<file path="src/rtl/axi4_lite_cmd_queue_pkg.sv">
// Shared widths, command record and FSM encoding for the AXI4-Lite command queue.
package axi4_lite_cmd_queue_pkg;

    localparam int Addr_Width = 32;
    localparam int Data_Width = 32;

    typedef struct packed {
        logic                  write;
        logic [Addr_Width-1:0] addr;
        logic [Data_Width-1:0] data;
    } axi4_cmd_t;

    typedef enum logic [1:0] {
        IDLE,
        ISSUE,
        WAIT,
        RESP
    } cmdq_state_t;

endpackage

</file>
<file path="src/rtl/axi4_lite_cmd_queue_if.sv">
// Producer command/response handshakes plus the start/done signals toward axi4_lite_master.
interface axi4_lite_cmd_queue_if
    import axi4_lite_cmd_queue_pkg::*;
#(
    parameter int DEPTH = 4
);
    localparam int CNT_W = $clog2(DEPTH + 1);

    logic                  cmd_valid;
    logic                  cmd_ready;
    logic                  cmd_write;
    logic [Addr_Width-1:0] cmd_addr;
    logic [Data_Width-1:0] cmd_wdata;

    logic                  rd_en;
    logic                  wr_en;
    logic [Addr_Width-1:0] Read_Address;
    logic [Addr_Width-1:0] Write_Address;
    logic [Data_Width-1:0] Write_Data;
    logic                  rd_done;
    logic                  wr_done;
    logic [Data_Width-1:0] rd_data;

    logic                  rsp_valid;
    logic                  rsp_ready;
    logic                  rsp_write;
    logic [Data_Width-1:0] rsp_data;
    logic                  rsp_err;
    logic [CNT_W-1:0]      count;

    modport slave (
        input  cmd_valid, cmd_write, cmd_addr, cmd_wdata,
        input  rd_done, wr_done, rd_data, rsp_ready,
        output cmd_ready, rd_en, wr_en, Read_Address, Write_Address, Write_Data,
        output rsp_valid, rsp_write, rsp_data, rsp_err, count
    );

    modport master (
        output cmd_valid, cmd_write, cmd_addr, cmd_wdata,
        output rd_done, wr_done, rd_data, rsp_ready,
        input  cmd_ready, rd_en, wr_en, Read_Address, Write_Address, Write_Data,
        input  rsp_valid, rsp_write, rsp_data, rsp_err, count
    );

endinterface

</file>
<file path="src/rtl/axi4_lite_cmd_queue_fifo.sv">
// Purpose: DEPTH-entry command FIFO; head is combinationally visible whenever not empty.
// Latency: a push is visible at the head the cycle after the write edge.
// Backpressure: push ignored when full, pop ignored when empty; no bypass.
module axi4_cmd_fifo
    import axi4_lite_cmd_queue_pkg::*;
#(
    parameter int DEPTH = 4
) (
    input  logic                         clk,
    input  logic                         rst,
    input  logic                         push,
    input  axi4_cmd_t                    push_dat,
    input  logic                         pop,
    output axi4_cmd_t                    head,
    output logic                         full,
    output logic                         empty,
    output logic [$clog2(DEPTH+1)-1:0]   count
);
    localparam int PTR_W = $clog2(DEPTH);
    localparam int CNT_W = $clog2(DEPTH + 1);

    axi4_cmd_t        mem [DEPTH];
    logic [PTR_W-1:0] wr_ptr;
    logic [PTR_W-1:0] rd_ptr;
    logic             do_push;
    logic             do_pop;

    assign full    = (count == CNT_W'(DEPTH));
    assign empty   = (count == '0);
    assign do_push = push && !full;
    assign do_pop  = pop && !empty;
    assign head    = mem[rd_ptr];

    // DEPTH is a power of two, so the pointers wrap without compare logic.
    always_ff @(posedge clk) begin
        if (rst) begin
            wr_ptr <= '0;
            rd_ptr <= '0;
            count  <= '0;
        end else begin
            if (do_push) wr_ptr <= wr_ptr + PTR_W'(1);
            if (do_pop)  rd_ptr <= rd_ptr + PTR_W'(1);
            if (do_push && !do_pop)      count <= count + CNT_W'(1);
            else if (do_pop && !do_push) count <= count - CNT_W'(1);
        end
    end

    always_ff @(posedge clk) begin
        if (do_push) mem[wr_ptr] <= push_dat;
    end

endmodule

</file>
<file path="src/rtl/axi4_lite_cmd_queue.sv">
// Purpose: queues producer commands and issues them one at a time to axi4_lite_master; CMDQ_TIMEOUT_EN adds a WAIT watchdog.
// Latency: push at edge N -> rd_en/wr_en sampled high at edge N+2; done at edge M -> rsp_valid sampled high at edge M+1.
// Backpressure: cmd_ready = !full; the response is held until rsp_ready, and nothing new issues meanwhile.
module axi4_lite_cmd_queue
    import axi4_lite_cmd_queue_pkg::*;
#(
    parameter int DEPTH          = 4,
    parameter int TIMEOUT_CYCLES = 256
) (
    input logic                   ACLK,
    input logic                   ARESET,
    axi4_lite_cmd_queue_if.slave  q
);
    localparam int CNT_W = $clog2(DEPTH + 1);

    if (DEPTH < 2 || (DEPTH & (DEPTH - 1)) != 0 || TIMEOUT_CYCLES < 1) begin : g_bad_cfg
        $error("axi4_lite_cmd_queue: DEPTH must be a power of two >= 2 and TIMEOUT_CYCLES >= 1");
    end

    cmdq_state_t           state;
    cmdq_state_t           state_nxt;
    axi4_cmd_t             head;
    axi4_cmd_t             push_dat;
    logic                  full;
    logic                  empty;
    logic                  pop;
    logic [CNT_W-1:0]      fifo_count;
    logic                  cur_write;
    logic                  done_match;
    logic                  timed_out;
    logic [Addr_Width-1:0] rd_addr;
    logic [Addr_Width-1:0] wr_addr;
    logic [Data_Width-1:0] wr_data;
    logic [Data_Width-1:0] rsp_data;

    assign push_dat = '{write: q.cmd_write, addr: q.cmd_addr, data: q.cmd_wdata};

    axi4_cmd_fifo #(.DEPTH(DEPTH)) u_fifo (
        .clk      (ACLK),
        .rst      (ARESET),
        .push     (q.cmd_valid),
        .push_dat (push_dat),
        .pop      (pop),
        .head     (head),
        .full     (full),
        .empty    (empty),
        .count    (fifo_count)
    );

    assign done_match = cur_write ? q.wr_done : q.rd_done;

    always_ff @(posedge ACLK) begin
        if (ARESET) state <= IDLE;
        else        state <= state_nxt;
    end

    always_comb begin
        state_nxt = state;
        case (state)
            IDLE:    if (!empty) state_nxt = ISSUE;
            ISSUE:   state_nxt = WAIT;
            WAIT:    if (done_match || timed_out) state_nxt = RESP;
            RESP:    if (q.rsp_ready) state_nxt = IDLE;
            default: state_nxt = IDLE;
        endcase
    end

    always_comb begin
        pop         = 1'b0;
        q.rd_en     = 1'b0;
        q.wr_en     = 1'b0;
        q.rsp_valid = 1'b0;
        case (state)
            ISSUE: begin
                pop     = 1'b1;
                q.rd_en = !cur_write;
                q.wr_en = cur_write;
            end
            RESP:    q.rsp_valid = 1'b1;
            default: ;
        endcase
    end

    // Address/data are latched on the IDLE->ISSUE edge so they are already stable while the start pulse is high.
    always_ff @(posedge ACLK) begin
        if (ARESET) begin
            cur_write <= 1'b0;
            rd_addr   <= '0;
            wr_addr   <= '0;
            wr_data   <= '0;
            rsp_data  <= '0;
        end else begin
            if (state == IDLE && !empty) begin
                cur_write <= head.write;
                if (head.write) begin
                    wr_addr <= head.addr;
                    wr_data <= head.data;
                end else begin
                    rd_addr <= head.addr;
                end
            end
            if (state == WAIT && (done_match || timed_out))
                rsp_data <= (done_match && !cur_write) ? q.rd_data : '0;
        end
    end

`ifdef CMDQ_TIMEOUT_EN
    localparam int TMO_W = $clog2(TIMEOUT_CYCLES + 1);

    logic [TMO_W-1:0] wait_cnt;
    logic             rsp_err_q;

    // The compare fires on the edge that would take the count to TIMEOUT_CYCLES.
    assign timed_out = (wait_cnt == TMO_W'(TIMEOUT_CYCLES - 1));

    always_ff @(posedge ACLK) begin
        if (ARESET) begin
            wait_cnt  <= '0;
            rsp_err_q <= 1'b0;
        end else begin
            if (state == ISSUE)     wait_cnt <= '0;
            else if (state == WAIT) wait_cnt <= wait_cnt + TMO_W'(1);
            if (state == WAIT && timed_out && !done_match) rsp_err_q <= 1'b1;
            else if (state == RESP && q.rsp_ready)         rsp_err_q <= 1'b0;
        end
    end

    assign q.rsp_err = rsp_err_q;
`else
    assign timed_out = 1'b0;
    assign q.rsp_err = 1'b0;
`endif

    assign q.cmd_ready     = !full;
    assign q.count         = fifo_count;
    assign q.Read_Address  = rd_addr;
    assign q.Write_Address = wr_addr;
    assign q.Write_Data    = wr_data;
    assign q.rsp_write     = cur_write;
    assign q.rsp_data      = rsp_data;

endmodule

</file>
<file path="src/flat_wrapper.sv">
// flat-port wrapper written by rule: the top's interface ports become plain ports
module axi4_lite_cmd_queue_flat import axi4_lite_cmd_queue_pkg::*;
#(
    parameter int DEPTH          = 4,
    parameter int TIMEOUT_CYCLES = 256
)
  (ACLK, ARESET, q_cmd_valid, q_cmd_write, q_cmd_addr, q_cmd_wdata, q_rd_done, q_wr_done, q_rd_data, q_rsp_ready, q_cmd_ready, q_rd_en, q_wr_en, q_Read_Address, q_Write_Address, q_Write_Data, q_rsp_valid, q_rsp_write, q_rsp_data, q_rsp_err, q_count);
  axi4_lite_cmd_queue_if #(.DEPTH(DEPTH)) q_i ();
  input logic ACLK;
  input logic ARESET;
  input wire logic [$bits(q_i.cmd_valid)-1:0] q_cmd_valid;
  input wire logic [$bits(q_i.cmd_write)-1:0] q_cmd_write;
  input wire logic [$bits(q_i.cmd_addr)-1:0] q_cmd_addr;
  input wire logic [$bits(q_i.cmd_wdata)-1:0] q_cmd_wdata;
  input wire logic [$bits(q_i.rd_done)-1:0] q_rd_done;
  input wire logic [$bits(q_i.wr_done)-1:0] q_wr_done;
  input wire logic [$bits(q_i.rd_data)-1:0] q_rd_data;
  input wire logic [$bits(q_i.rsp_ready)-1:0] q_rsp_ready;
  output wire logic [$bits(q_i.cmd_ready)-1:0] q_cmd_ready;
  output wire logic [$bits(q_i.rd_en)-1:0] q_rd_en;
  output wire logic [$bits(q_i.wr_en)-1:0] q_wr_en;
  output wire logic [$bits(q_i.Read_Address)-1:0] q_Read_Address;
  output wire logic [$bits(q_i.Write_Address)-1:0] q_Write_Address;
  output wire logic [$bits(q_i.Write_Data)-1:0] q_Write_Data;
  output wire logic [$bits(q_i.rsp_valid)-1:0] q_rsp_valid;
  output wire logic [$bits(q_i.rsp_write)-1:0] q_rsp_write;
  output wire logic [$bits(q_i.rsp_data)-1:0] q_rsp_data;
  output wire logic [$bits(q_i.rsp_err)-1:0] q_rsp_err;
  output wire logic [$bits(q_i.count)-1:0] q_count;
  assign q_i.cmd_valid = q_cmd_valid;
  assign q_i.cmd_write = q_cmd_write;
  assign q_i.cmd_addr = q_cmd_addr;
  assign q_i.cmd_wdata = q_cmd_wdata;
  assign q_i.rd_done = q_rd_done;
  assign q_i.wr_done = q_wr_done;
  assign q_i.rd_data = q_rd_data;
  assign q_i.rsp_ready = q_rsp_ready;
  assign q_cmd_ready = q_i.cmd_ready;
  assign q_rd_en = q_i.rd_en;
  assign q_wr_en = q_i.wr_en;
  assign q_Read_Address = q_i.Read_Address;
  assign q_Write_Address = q_i.Write_Address;
  assign q_Write_Data = q_i.Write_Data;
  assign q_rsp_valid = q_i.rsp_valid;
  assign q_rsp_write = q_i.rsp_write;
  assign q_rsp_data = q_i.rsp_data;
  assign q_rsp_err = q_i.rsp_err;
  assign q_count = q_i.count;
  axi4_lite_cmd_queue #(.DEPTH(DEPTH), .TIMEOUT_CYCLES(TIMEOUT_CYCLES)) u_core (.ACLK(ACLK), .ARESET(ARESET), .q(q_i));
endmodule
</file>
<file path="config.mk">
export PLATFORM = sky130hd
export DESIGN_NAME = axi4_lite_cmd_queue_flat
export DESIGN_NICKNAME = d
export VERILOG_FILES = /design/src/rtl/axi4_lite_cmd_queue_pkg.sv /design/src/rtl/axi4_lite_cmd_queue_if.sv /design/src/rtl/axi4_lite_cmd_queue_fifo.sv /design/src/rtl/axi4_lite_cmd_queue.sv /design/src/flat_wrapper.sv
export SDC_FILE = /design/constraint.sdc
export NUM_CORES = 1
export LEC_CHECK = 0
export ABC_AREA = 1
export BUFFER_PORTS_ARGS = -buffer_cell sky130_fd_sc_hd__buf_2
export CORE_MARGIN = 1
export CORE_UTILIZATION = 56
export DETAILED_ROUTE_END_ITERATION = 10
export PLACE_DENSITY_LB_ADDON = 0.1
export SLEW_MARGIN = 20
export SYNTH_ARGS = -nofsm -noshare
export SYNTH_HDL_FRONTEND = slang
export SYNTH_HIERARCHICAL = 1
export SYNTH_SLANG_ARGS = --single-unit
</file>
<file path="constraint.sdc">
create_clock -name ACLK -period 4.3 [get_ports ACLK]
set_input_delay 0.43 -clock ACLK [delete_from_list [all_inputs] [get_ports ACLK]]
set_output_delay 0.43 -clock ACLK [all_outputs]
set_load 0.02 [all_outputs]
</file>
==> impl_metrics.toml, run 1 <==
[run]
maxCapViolCount = 0

[floorplan]
ios = 240
die_w_um = 166.9
start_util = 0.5778
die-area_um2 = 27850
die_h_um = 166.9
core_area_um2 = 26350
core.rowCount = 59

[placed_design]
hpwl_um = 18380
dpl.cell_count = 1802
portBuffers = 238
gp_congestion = 0.7493

[detailed_routing]
routedWlPerCell_um = 17.08
viasPerCell = 5.337
first_iter_violations = 688
ant_nets = 0
first_pass_iters = 5
drc = 0
wl_um = 32030
vias = 10010

[global_route]
grt_first_pass_wirelength_um = 50250
grt_pass1_vias = 9615
use_met3 = 0.04111
grt_usage = 0.2300
grtUsageMet2 = 0.4024
busiest_layer = "met2"
gr-usage-met1 = 0.2933
gr-total-overflow = 0
grt_max_degree = 79
antenna_found_initial = 3

[sta]
period_share = 0.7222
relSlewSlack = 0.3211
grt_setup_unrepaired = "no"
final_max_slew_viol_count = 0
final.setup_skew_ps = 9.162
period_needed_ps = 3105
setup_tns_ps = 0
worst_pin_slew_ps = 1018
final-hold-violation-count = 0
setup_viol = 0
max_freq_mhz = 322.0

[synthesis]
ys_warn_count = 6
ys_ff_latch = 400
seq_area_frac_synth = 0.6968
yosysUniqueCellTypes = 30
synthCells = 1296
synth_area_leaders = "edfxtp_1 51%, dfxtp_1 18%, o21ai_0 4.8%, nor2_1 4.6%, a21oi_1 3.4%"
synth.top_cell.area_share = 0.5127
netlist_area_um2 = 15230
synth_top_area_cell = "edfxtp_1"
syn-num-nets = 1409
avgSynthCellArea_um2 = 11.75

[cts]
cts_sinks = 400
cts_tree = "yes"
ctsLongestPathBuffers = 3
root_buffer = "clkbuf_16"
hold_buffers = 0
cts-buffers-inserted = 40
cts_resized = 0
worstSkewPairLatency_ps = 520
cts_setup_buffers = 0
clkSlewWorstSetupHoldPaths_ps = 60
htreeDepth = 2

[finish]
multi_input_area_um2 = 3749
synthToLayoutAreaGrowth_pct = 16.49
fin_nets = 1622
mostFrequentLayoutCells = "260 x edfxtp_1, 238 x buf_2, 184 x nor2_1"
fillers = 2014
layout_commonest_cell = "edfxtp_1"
instances_no_fill = 1875
layout-drive-gt1-share = 0.2430
register_area_um2 = 10620

[critical_path]
crit_required_ps = 4700
slowest_delay_ps = 600
critPathMaxFanout = 73
crit_top_cell = "o21ai_0"
start_kind = "flop"
critPathCaptureType = "flop"
critPathArrivalTime_ps = 3500
crit_chain = "inv_6 -> o21ai_0 -> o22ai_1 -> nand3_4 -> buf_4 -> o21ai_0 -> a21oi_1"
cpMaxStageDelayCell = "nand3_4"
path_class = "reg -> reg"

[worst_hold_path]
hp-class = "in -> reg"

[power_and_ir_drop]
netSwitchingFraction = 0.3383
power_leakage_uw = 0.006815
p_int_uw = 7860
clock_power_share = 0.283
p_comb_frac = 0.276
power.ir.vdd_worst_v = 0.0004127
seq_power_share = 0.440
power_density_nw_per_um2 = 669.7
p_sw_uw = 4019

[status]
status = "complete, no violations"
[power by group through the flow]
stage | combinational, uW | sequential [uW] | clock (uW)
after floorplan | 1870 | 5810 | 0
after global placement | 3240 | 5300 | 0
after detailed placement | 3300 | 5310 | 0
after CTS | 3310 | 5240 | 3420
after global routing | 3610 | 5320 | 3580
final | 3280 | 5230 | 3360
[sequential cells by signal, indices dropped and copies added (netlist names), named ones only]
| name | flops |
|---|---|
| u_core/state | 2 |
| u_core/u_fifo/mem | 260 |
| u_core/q.Write_Address | 32 |
| u_core/q.Write_Data | 32 |
| u_core/u_fifo/wr_ptr | 2 |
| u_core/q.Read_Address | 32 |
| u_core/u_fifo/count | 3 |
| u_core/u_fifo/rd_ptr | 2 |
| u_core/q.rsp_data | 32 |
| u_core/q.rsp_write | 1 |
[through the flow]
step           worst slack (ps)  hold WS (ps)  utilization  cell area, um2  power (uW)
2_1_floorplan             197.4         448.1            -           15230        7672
3_3_place_gp               1233         430.3       0.6247           16460        8540
3_5_place_dp               1171         433.3       0.6247           16460        8609
4_1_cts                    1164         102.9       0.6730           17740       11970
5_1_grt                   850.1         105.2       0.6730           17740       12510
6_report                   1195         119.7       0.6731           17740       11880
[cells by family (layout without fill, tap and decap cells)]
family | Yosys count | after routing | synth area share
fa+ha+maj | 10 | 10 | 0.008710
simple gates | 306 | 306 | 0.08833
other cells | 1 | 2 | 0.0002463
buf+inv | 180 | 423 | 0.05982
flops | 400 | 400 | 0.6968
compound gates | 399 | 399 | 0.1461
[worst paths after layout]
| check | startpoint | to | slack (ps) | depth (start not counted) |
|---|---|---|---|---|
| max | flop | u_core/q.Write_Address[8] | 1190 | 7 |
| min | q_cmd_addr[22] | u_core/u_fifo/mem[0][54] | 120 | 1 |
| max reg2reg | flop | u_core/q.Write_Address[8] | 1190 | 7 |
| min reg2reg | u_core/q.Write_Data[30] | u_core/q.Write_Data[30] | 440 | 2 |
[final cells by class]
type                    instances  share of cell area
clock inverters                12            0.007547
flip-flops and latches        400              0.5984
repair buffers                254             0.07392
inverters                      97             0.02088
well taps                     335             0.02363
multi-input cells             716              0.2113
clock buffers                  60             0.06412
diodes                          1           0.0001411
[critical path: cells and delay by family (launching register included)]
family | cells | cell delay (ps)
flops | 1 | 520
simple gates | 1 | 600
buf+inv | 2 | 1020
compound gates | 4 | 800
[synthesized netlist by cell type]
master	count
nor2_4	22
nand2_2	2
o21ai_1	78
nand3_1	8
nor2_1	188
o22ai_2	20
o21ai_2	5
inv_2	5
o22ai_1	45
nand4_1	1
inv_1	91
buf_2	37
buf_4	8
buf_12	3
nand3b_1	1
fa_1	1
a21oi_1	104
or2_2	1
edfxtp_1	260
o21ai_0	146
clkbuf_1	20
a211oi_1	1
dfxtp_1	140
nand2_1	82
buf_1	1
inv_6	1
conb_1	1
buf_6	14
ha_1	9
nand2_4	1
[layer usage]
metal	routed length [um]	share of wire
met3	1851	0.058
met1	13540	0.42
met5	23	0.00072
met4	619	0.019
met2	16000	0.50
Power figures use the tool's default switching activity.
==> run 2: changes to the inputs <==
==> constraint.sdc (replaced) <==
create_clock -name ACLK -period 3.24 [get_ports ACLK]
set_input_delay 0.324 -clock ACLK [delete_from_list [all_inputs] [get_ports ACLK]]
set_output_delay 0.324 -clock ACLK [all_outputs]
set_load 0.02 [all_outputs]
==> run 2 against run 1 <==
- sequential power rose by 32%
- sequential cell count did not move
- largest power group unchanged
- critical endpoint is now u_core/q.Read_Address[18]
- utilization rose by 0.98 points
- global-route usage rose by 0.077 points
==> impl_metrics.toml, run 2 (synthesis gave the netlist of run 1 again) <==
[global_route]
grt_first_pass_wirelength_um = 50390
grt_usage = 0.2308
antenna_found_initial = 4
grt_max_degree = 99
grt_pass1_vias = 9565
gr-total-overflow = 0

[detailed_routing]
drc = 0
ant_nets = 0
first_iter_violations = 740
first_pass_iters = 5
wl_um = 32490
routedWlPerCell_um = 17.15
viasPerCell = 5.338
vias = 10110

[finish]
synthToLayoutAreaGrowth_pct = 18.19
fin_nets = 1643
mostFrequentLayoutCells = "260 x edfxtp_1, 238 x buf_2, 184 x nor2_1"
layout-drive-gt1-share = 0.2407
final_area_um2 = 18000
fillers = 1944
layout_commonest_cell = "edfxtp_1"
multi_input_area_um2 = 3749
largest_reg_flops = 260
regMostFlops = "u_core/u_fifo/mem"
register_area_um2 = 10620

[placed_design]
portBuffers = 238
place_area_um2 = 16520
gp_congestion = 0.7958
hpwl_um = 18780

[power_and_ir_drop]
netSwitchingFraction = 0.3379
power.ir.vdd_worst_v = 0.0007537
clock_power_share = 0.284
power_leakage_uw = 0.006920
power_density_nw_per_um2 = 880.4
p_comb_frac = 0.280
p_sw_uw = 5355
seq_power_share = 0.436
power_uw = 15850
p_int_uw = 10490

[critical_path]
path_class = "reg -> reg"
crit_required_ps = 3660
critPathArrivalTime_ps = 3010
critPathCaptureType = "flop"
start_kind = "flop"
critPathMaxFanout = 34

[cts]
cts_sinks = 400
clkSlewWorstSetupHoldPaths_ps = 60
ctsLongestPathBuffers = 3
root_buffer = "clkbuf_16"
htreeDepth = 2
cts_tree = "yes"
cts-buffers-inserted = 41
worstSkewPairLatency_ps = 530
cts_setup_buffers = 0

[sta]
final.setup_skew_ps = 20.95
period_share = 0.8000
setup_viol = 0
hold_ws_ps = 11.21
max_freq_mhz = 385.8
grt_setup_unrepaired = "no"
period_needed_ps = 2592
relSlewSlack = 0.3546
worst_pin_slew_ps = 968.1
final-hold-violation-count = 0
final_max_slew_viol_count = 0

[floorplan]
start_util = 0.5778
core_area_um2 = 26350
die-area_um2 = 27850
die_h_um = 166.9
die_w_um = 166.9
core.rowCount = 59
ios = 240

[run]
maxCapViolCount = 0

[status]
status = "complete, no violations"

[worst_hold_path]
hp-class = "in -> reg"
[run 2: worst max-delay path, cell delays in order (launching register included)]
cell and delay (ps):
dfxtp_1 370, inv_1 90, nand3_1 220, inv_1 90, inv_1 110, nand2_1 120
nor2_4 650, inv_2 500, nor2_1 230, nor2_1 80
[run 2: worst paths after layout]
path | startpoint | end | slack, ps | cells after the start
hold reg to reg | u_core/q.Write_Address[17] | u_core/q.Write_Address[17] | 440 | 2
setup reg to reg | u_core/u_fifo/count[0] | u_core/q.Read_Address[18] | 650 | 9
hold / removal | q_cmd_wdata[19] | u_core/u_fifo/mem[2][19] | 10 | 1
setup / recovery | u_core/u_fifo/count[0] | u_core/q.Read_Address[18] | 650 | 9
[run 2: metrics by stage]
step / utilization / instances / worst slack [ps] / TNS, ps
6_report: 0.6829 / 1894 / 648.1 / 0
5_1_grt: 0.6829 / 1894 / 402.1 / 0
4_1_cts: 0.6828 / 1893 / 648.2 / 0
3_5_place_dp: 0.6267 / 1804 / 690.0 / 0
3_3_place_gp: 0.6267 / 1804 / 789.7 / 0
2_1_floorplan: - / 1296 / -862.6 / -224280
[run 2: area by class of cell]
class | count | area share
Inverter | 97 | 0.02058
Clock inverter | 6 | 0.003128
Timing Repair Buffer | 274 | 0.08579
Multi-Input combinational cell | 716 | 0.2083
Antenna cell | 1 | 0.0001390
Sequential cell | 400 | 0.5898
Clock buffer | 65 | 0.06897
Tap cell | 335 | 0.02329
[run 2: timing repair]
item                      in CTS  in global routing
hold endpoints to repair      66                  0
hold buffers                  18                  0
gates resized for setup        0                  0
[run 2: power groups by stage]
stage	sequential (uW)	combinational [uW]	clock (uW)
3_5_place_dp	7010	4420	0
3_3_place_gp	6990	4350	0
6_report	6910	4440	4500
2_1_floorplan	7710	2480	0
4_1_cts	6920	4460	4570
5_1_grt	7020	4850	4760
[run 2: routing by layer]
metal	vias to the layer above	track usage	routed length, um
met5	-	0	42
met4	6	0.07327	665
met3	61	0.04301	1831
met2	300	0.3893	15740
met1	4765	0.3028	14210
li1	4978	-	-
